`src/rtl/jtpinpon_gfx_arb_if.sv`:
```
// Graphics ROM arbiter bus: char fetcher, object fetcher and SDRAM slot.
// master = arbiter view, slave = fetchers/SDRAM side view.
interface jtpinpon_gfx_arb_if #(
   parameter int CHAR_AW = 12,
   parameter int OBJ_AW  = 13
);
   logic                char_cs;
   logic [CHAR_AW-1:0]  char_addr;
   logic [15:0]         char_data;
   logic                char_ok;
   logic                obj_cs;
   logic [OBJ_AW-1:0]   obj_addr;
   logic [15:0]         obj_data;
   logic                obj_ok;
   logic                rom_cs;
   logic [OBJ_AW:0]     rom_addr;
   logic [15:0]         rom_data;
   logic                rom_ok;

   modport master (
      input  char_cs, char_addr, obj_cs, obj_addr, rom_data, rom_ok,
      output char_data, char_ok, obj_data, obj_ok, rom_cs, rom_addr
   );

   modport slave (
      output char_cs, char_addr, obj_cs, obj_addr, rom_data, rom_ok,
      input  char_data, char_ok, obj_data, obj_ok, rom_cs, rom_addr
   );
endinterface

```
`src/rtl/jtpinpon_gfx_arb.sv`:
```
// Shares the graphics ROM read port between the char tile fetcher and the
// object line fetcher. Char wins by default; obj is forced through after
// STARVE_MAX consecutive char grants, and a stuck slot is reissued on timeout.
module jtpinpon_gfx_arb #(
   parameter int CHAR_AW    = 12,
   parameter int OBJ_AW     = 13,
   parameter int STARVE_MAX = 3,
   parameter int TOUT       = 63
) (
   input  logic               clk,
   input  logic               rst,
   jtpinpon_gfx_arb_if.master bus
);
   localparam int RAW = OBJ_AW + 1;
   localparam int SW  = $clog2(STARVE_MAX + 1);
   localparam int TW  = $clog2(TOUT + 1);

   typedef enum logic { IDLE, BUSY } st_t;

   st_t                st;
   logic               rom_cs;
   logic [RAW-1:0]     rom_addr;
   logic               gnt_o;      // current fetch belongs to obj
   logic               first;      // first BUSY cycle, rom_ok still stale
   logic [OBJ_AW-1:0]  ftag;       // requester address captured at grant
   logic [CHAR_AW-1:0] lat_c;
   logic [OBJ_AW-1:0]  lat_o;
   logic               val_c, val_o;
   logic [15:0]        data_c, data_o;
   logic [SW-1:0]      starve;
   logic [TW-1:0]      tout_cnt;

   logic               char_ok, obj_ok, pend_c, pend_o, take_c, take_o;

   assign char_ok = bus.char_cs & val_c & (bus.char_addr == lat_c);
   assign obj_ok  = bus.obj_cs  & val_o & (bus.obj_addr  == lat_o);
   assign pend_c  = bus.char_cs & ~char_ok;
   assign pend_o  = bus.obj_cs  & ~obj_ok;
   // char keeps priority unless obj has already waited out STARVE_MAX grants
   assign take_c  = pend_c & ~(pend_o & (starve == SW'(STARVE_MAX)));
   assign take_o  = ~take_c & pend_o;

   assign bus.char_ok   = char_ok;
   assign bus.obj_ok    = obj_ok;
   assign bus.char_data = data_c;
   assign bus.obj_data  = data_o;
   assign bus.rom_cs    = rom_cs;
   assign bus.rom_addr  = rom_addr;

   // Arbitration FSM: grant in IDLE, hold the slot in BUSY until data or timeout
   always_ff @(posedge clk or posedge rst) begin
      if (rst) begin
         st       <= IDLE;
         rom_cs   <= 1'b0;
         rom_addr <= '0;
         gnt_o    <= 1'b0;
         first    <= 1'b0;
         ftag     <= '0;
         lat_c    <= '0;
         lat_o    <= '0;
         val_c    <= 1'b0;
         val_o    <= 1'b0;
         data_c   <= '0;
         data_o   <= '0;
         starve   <= '0;
         tout_cnt <= '0;
      end else begin
         case (st)
            IDLE: begin
               if (take_c || take_o) begin
                  rom_cs   <= 1'b1;
                  rom_addr <= take_c ? {{(RAW-CHAR_AW){1'b0}}, bus.char_addr}
                                     : {1'b1, bus.obj_addr};
                  ftag     <= take_c ? OBJ_AW'(bus.char_addr) : bus.obj_addr;
                  gnt_o    <= ~take_c;
                  first    <= 1'b1;
                  tout_cnt <= '0;
                  st       <= BUSY;
                  if (take_c && pend_o)
                     starve <= (starve == SW'(STARVE_MAX)) ? starve : starve + SW'(1);
                  else
                     starve <= '0;
               end
            end
            BUSY: begin
               first <= 1'b0;
               if (!first && bus.rom_ok) begin
                  if (gnt_o) begin
                     data_o <= bus.rom_data;
                     lat_o  <= ftag;
                     val_o  <= 1'b1;
                  end else begin
                     data_c <= bus.rom_data;
                     lat_c  <= ftag[CHAR_AW-1:0];
                     val_c  <= 1'b1;
                  end
                  rom_cs <= 1'b0;
                  st     <= IDLE;
               end else if (tout_cnt == TW'(TOUT - 1)) begin
                  // give the slot up for a cycle and re-arbitrate
                  rom_cs <= 1'b0;
                  st     <= IDLE;
               end else begin
                  tout_cnt <= tout_cnt + TW'(1);
               end
            end
            default: st <= IDLE;
         endcase
      end
   end
endmodule
```
`src/flat_wrapper.sv`:
```
// flat-port wrapper written by rule: the top's interface ports become plain ports
module jtpinpon_gfx_arb_flat 
#(
   parameter int CHAR_AW    = 12,
   parameter int OBJ_AW     = 13,
   parameter int STARVE_MAX = 3,
   parameter int TOUT       = 63
)
  (clk, rst, bus_char_cs, bus_char_addr, bus_obj_cs, bus_obj_addr, bus_rom_data, bus_rom_ok, bus_char_data, bus_char_ok, bus_obj_data, bus_obj_ok, bus_rom_cs, bus_rom_addr);
  jtpinpon_gfx_arb_if #(.CHAR_AW(CHAR_AW), .OBJ_AW(OBJ_AW)) bus_i ();
  input  logic clk;
  input  logic rst;
  input wire logic [$bits(bus_i.char_cs)-1:0] bus_char_cs;
  input wire logic [$bits(bus_i.char_addr)-1:0] bus_char_addr;
  input wire logic [$bits(bus_i.obj_cs)-1:0] bus_obj_cs;
  input wire logic [$bits(bus_i.obj_addr)-1:0] bus_obj_addr;
  input wire logic [$bits(bus_i.rom_data)-1:0] bus_rom_data;
  input wire logic [$bits(bus_i.rom_ok)-1:0] bus_rom_ok;
  output wire logic [$bits(bus_i.char_data)-1:0] bus_char_data;
  output wire logic [$bits(bus_i.char_ok)-1:0] bus_char_ok;
  output wire logic [$bits(bus_i.obj_data)-1:0] bus_obj_data;
  output wire logic [$bits(bus_i.obj_ok)-1:0] bus_obj_ok;
  output wire logic [$bits(bus_i.rom_cs)-1:0] bus_rom_cs;
  output wire logic [$bits(bus_i.rom_addr)-1:0] bus_rom_addr;
  assign bus_i.char_cs = bus_char_cs;
  assign bus_i.char_addr = bus_char_addr;
  assign bus_i.obj_cs = bus_obj_cs;
  assign bus_i.obj_addr = bus_obj_addr;
  assign bus_i.rom_data = bus_rom_data;
  assign bus_i.rom_ok = bus_rom_ok;
  assign bus_char_data = bus_i.char_data;
  assign bus_char_ok = bus_i.char_ok;
  assign bus_obj_data = bus_i.obj_data;
  assign bus_obj_ok = bus_i.obj_ok;
  assign bus_rom_cs = bus_i.rom_cs;
  assign bus_rom_addr = bus_i.rom_addr;
  jtpinpon_gfx_arb #(.CHAR_AW(CHAR_AW), .OBJ_AW(OBJ_AW), .STARVE_MAX(STARVE_MAX), .TOUT(TOUT)) u_core (.clk(clk), .rst(rst), .bus(bus_i));
endmodule
```
`config.mk`:
```
export PLATFORM = sky130hd
export DESIGN_NAME = jtpinpon_gfx_arb_flat
export DESIGN_NICKNAME = d
export VERILOG_FILES = /design/src/rtl/jtpinpon_gfx_arb_if.sv /design/src/rtl/jtpinpon_gfx_arb.sv /design/src/flat_wrapper.sv
export SDC_FILE = /design/constraint.sdc
export NUM_CORES = 1
export LEC_CHECK = 0
export ABC_AREA = 0
export BUFFER_PORTS_ARGS = -buffer_cell sky130_fd_sc_hd__buf_4
export CAP_MARGIN = 20
export CORE_MARGIN = 4
export CORE_UTILIZATION = 30
export CTS_BUF_LIST = sky130_fd_sc_hd__clkbuf_4
export DETAILED_ROUTE_END_ITERATION = 12
export MAX_ROUTING_LAYER = met4
export PLACE_DENSITY = 0.5
export SLEW_MARGIN = 25
export SYNTH_ARGS = -nofsm -noshare
export SYNTH_HDL_FRONTEND = slang
export SYNTH_SLANG_ARGS = --single-unit
```
`constraint.sdc`:
```
create_clock -name clk -period 3.15 [get_ports clk]
set_input_delay 0.945 -clock clk [delete_from_list [all_inputs] [get_ports clk]]
set_output_delay 0.945 -clock clk [all_outputs]
set_load 0.01 [all_outputs]
```
==> flow_summary.json <==
{
  "path_delay_family": "simple AND/OR/NAND/NOR gates",
  "post_synth.cell_area_avg_um2": 13.2,
  "timing.critical_path.mode_cell": "buf_4",
  "finish.cell_count_without_fillers": 562,
  "drt_pass1_iterations": 4,
  "number_of_enable_type_register_cells_in_the_synthesized_netlist": 0,
  "place_worst_setup_slack_ns": 0.138,
  "vdd.ir_drop.worst_mv": 0.417,
  "startpoint_type": "input pin",
  "cp_slowest_stage_delay_ns": 0.39,
  "wirelength_um": 8620,
  "drive_gt1_frac": 0.471,
  "place.detailed.hpwl_um": 6250,
  "die_area_um2": 14400,
  "area_delta_synth_final_pct": 27.7,
  "critical_path_buf_inv_count": 2,
  "initial_utilization": 0.310,
  "drc": 0,
  "placedCellCount": 546,
  "achievable-frequency_ghz": 0.334,
  "final.period_utilization": 0.950,
  "wire_per_inst_um": 15.3,
  "setup_tns_ns": 0,
  "ys_dominant_reg_cell": "dfrtp_1",
  "slew_headroom": 0.511,
  "yosysWarnings": 0,
  "tritoncts": "yes",
  "cts_setup_buffers": 0,
  "cts-root-to-sink-buffers": 2,
  "result_of_the_run": "complete, no violations",
  "syn_area_um2": 3770,
  "cts_made_buffers": 9,
  "timing.critical_path.cells": "buf_4 -> xnor2_1 -> nand4_1 -> nor4_4 -> buf_4",
  "max_cap_viol_count": 0,
  "first_pass_grt_wire_length_um": 14400,
  "drtIter0Drc": 85,
  "clock_tree.root_cell": "clkbuf_4",
  "min_path_type": "reg -> reg",
  "place_congestion": 0.719,
  "num_vias": 2489,
  "post-layout-total-power_uw": 4440,
  "postLayoutSetupSlackWorst_ns": 0.156,
  "cts-htree-levels": 3,
  "worst-setup-path-type": "in -> out",
  "timing.final.max_slew_violations": 0,
  "power-per-cell-area_nw_per_um2": 921,
  "most_frequent_standard_cell_in_the_layout_excluding_fill_and_tap_cells": "buf_4",
  "setup_repair_after_global_routing_missed_its_margin": "no",
  "path_clk_slew_ns": 0.13,
  "grt_antenna_before_repair": 1,
  "setup-violations-final": 0,
  "netlist-cell-type-count": 39,
  "endpoint_kind": "primary output",
  "via_count_of_the_first_global_routing_pass": 2770,
  "chipHeight_um": 120,
  "placement_rows": 40,
  "numClockSinks": 84,
  "synth_fp_nets": 336,
  "fin_crit_ns": 2.99,
  "viasPerCell": 4.43,
  "fin_skew_ns": 0.0162,
  "cts_hold_repair.buffers": 0,
  "final_antenna_net_count": 0,
  "grt_overflow_total": 0,
  "floorplan.core_area_um2": 12200,
  "final_cell_mix": "buf_4, dfrtp_1, mux2_2",
  "critical_path_arrival_ns": 2.05,
  "io_pins": 95,
  "synthCells": 287,
  "final-hold-violation-count": 0,
  "cp_max_fo": 2,
  "worst_path_max_delay_cell": "nor4_4",
  "async_reset_ff_frac": 1.00,
  "die_w_um": 120,
  "io_buffers": 94,
  "critical_path_required_ns": 2.20,
  "synth_sequential_area_ratio": 0.557,
  "flops_latches_synth": 84,
  "groute.usage.overall": 0.133,
  "power.leakage_uw": 0.00216,
  "max_slew.worst_pin.slew_ns": 0.729,
  "cts_resized": 0,
  "nets": 438,
  "clk-insertion-delay-late_ns": 0.45,
  "largest_net_degree_at_the_start_of_global_routing": 53
}
-- through the flow --
stage / utilization / hold slack [ns] / cell area (um2)
2_1_floorplan: - / 0.435 / 3770
3_3_place_gp: 0.386 / 0.451 / 4690
3_5_place_dp: 0.386 / 0.452 / 4690
4_1_cts: 0.396 / 0.487 / 4820
5_1_grt: 0.396 / 0.515 / 4820
6_report: 0.396 / 0.484 / 4820
-- layout make-up --
cell class                      instances  area (um2)
Timing Repair Buffer                  103         798
Clock buffer                           11        82.6
Inverter                                8        31.3
Fill cell                            1203        7340
Clock inverter                          4        41.3
Tap cell                              168         210
Sequential cell                        84        2100
Antenna cell                            1        2.50
Multi-Input combinational cell        183        1550
-- state kept, by name (all words and copies together) (netlist names) --
name and cells:
u_core.bus.obj_data 16, u_core.bus.char_data 16, u_core.val_c 1, u_core.val_o 1
u_core.first 1, u_core.lat_c 12, u_core.bus.rom_cs 1, u_core.tout_cnt 6
u_core.gnt_o 1, u_core.starve 2, u_core.st 1, u_core.ftag 12
u_core.bus.rom_addr 1, u_core.lat_o 13
-- worst paths after layout --
kind | start | slack (ns) | endpoint | cells past startpoint
min | u_core.val_o | 0.48 | u_core.val_o | 1
min reg2reg | u_core.val_o | 0.48 | u_core.val_o | 1
min in group asynchronous | rst | 0.53 | u_core.bus.obj_data[7] | 2
max reg2reg | u_core.lat_c[6] | 0.86 | u_core.ftag[11] | 8
max | bus_char_addr[6] | 0.16 | bus_char_ok | 5
max in group asynchronous | rst | 1.93 | u_core.lat_c[0] | 3
-- cell usage after synthesis (all sizes together) (2+ instances only) --
| cell | count | share of area |
|---|---|---|
| nand2b | 3 | 0.0050 |
| inv | 8 | 0.0080 |
| mux2 | 57 | 0.17 |
| o21ai | 2 | 0.0026 |
| xor2 | 16 | 0.037 |
| dfrtp | 84 | 0.56 |
| nand3 | 5 | 0.0093 |
| buf | 10 | 0.022 |
| mux2i | 13 | 0.034 |
| ha | 3 | 0.0099 |
| a21oi | 13 | 0.017 |
| nand4 | 6 | 0.012 |
| nor4 | 7 | 0.021 |
| nand2 | 10 | 0.0099 |
| xnor2 | 13 | 0.030 |
| or2 | 2 | 0.0033 |
| nor2 | 24 | 0.024 |
-- layer usage --
metal  track usage  share of wire  wire [um]  vias up
met3        0.0603          0.086        737       13
met4        0.0408          0.013        115        0
li1              -              -          -     1200
met2         0.196           0.45       3860       75
met1         0.164           0.45       3910     1201
met5             -              0          0        -
-- cells by family after synthesis --
group,after synthesis,synth area share
and+or+nand+nor,59,0.0865
xor gates and xnor gates,29,0.0673
AOI/OAI and AO/OA,22,0.0411
adders and majority gates,3,0.00994
muxes,70,0.205
DFF,84,0.557
buffers and inverters,20,0.0328
-- worst register-to-register path, stage by stage (launching register included) --
cell	delay, ns
dfrtp_1	0.41
xnor2_1	0.20
nand4_1	0.24
nor4_4	0.40
buf_4	0.19
a311o_1	0.15
buf_4	0.27
mux2i_1	0.21
a21oi_1	0.08
-- report_power, final --
| group | switching (uW) | total [uW] | internal, uW | leakage, uW |
|---|---|---|---|---|
| combinational | 842 | 1890 | 1050 | 0.00111 |
| clock | 358 | 607 | 249 | 0.0000695 |
| sequential | 353 | 1940 | 1590 | 0.000980 |
| total | 1550 | 4440 | 2890 | 0.00216 |
Note: power is estimated with default switching activity, not from simulation.
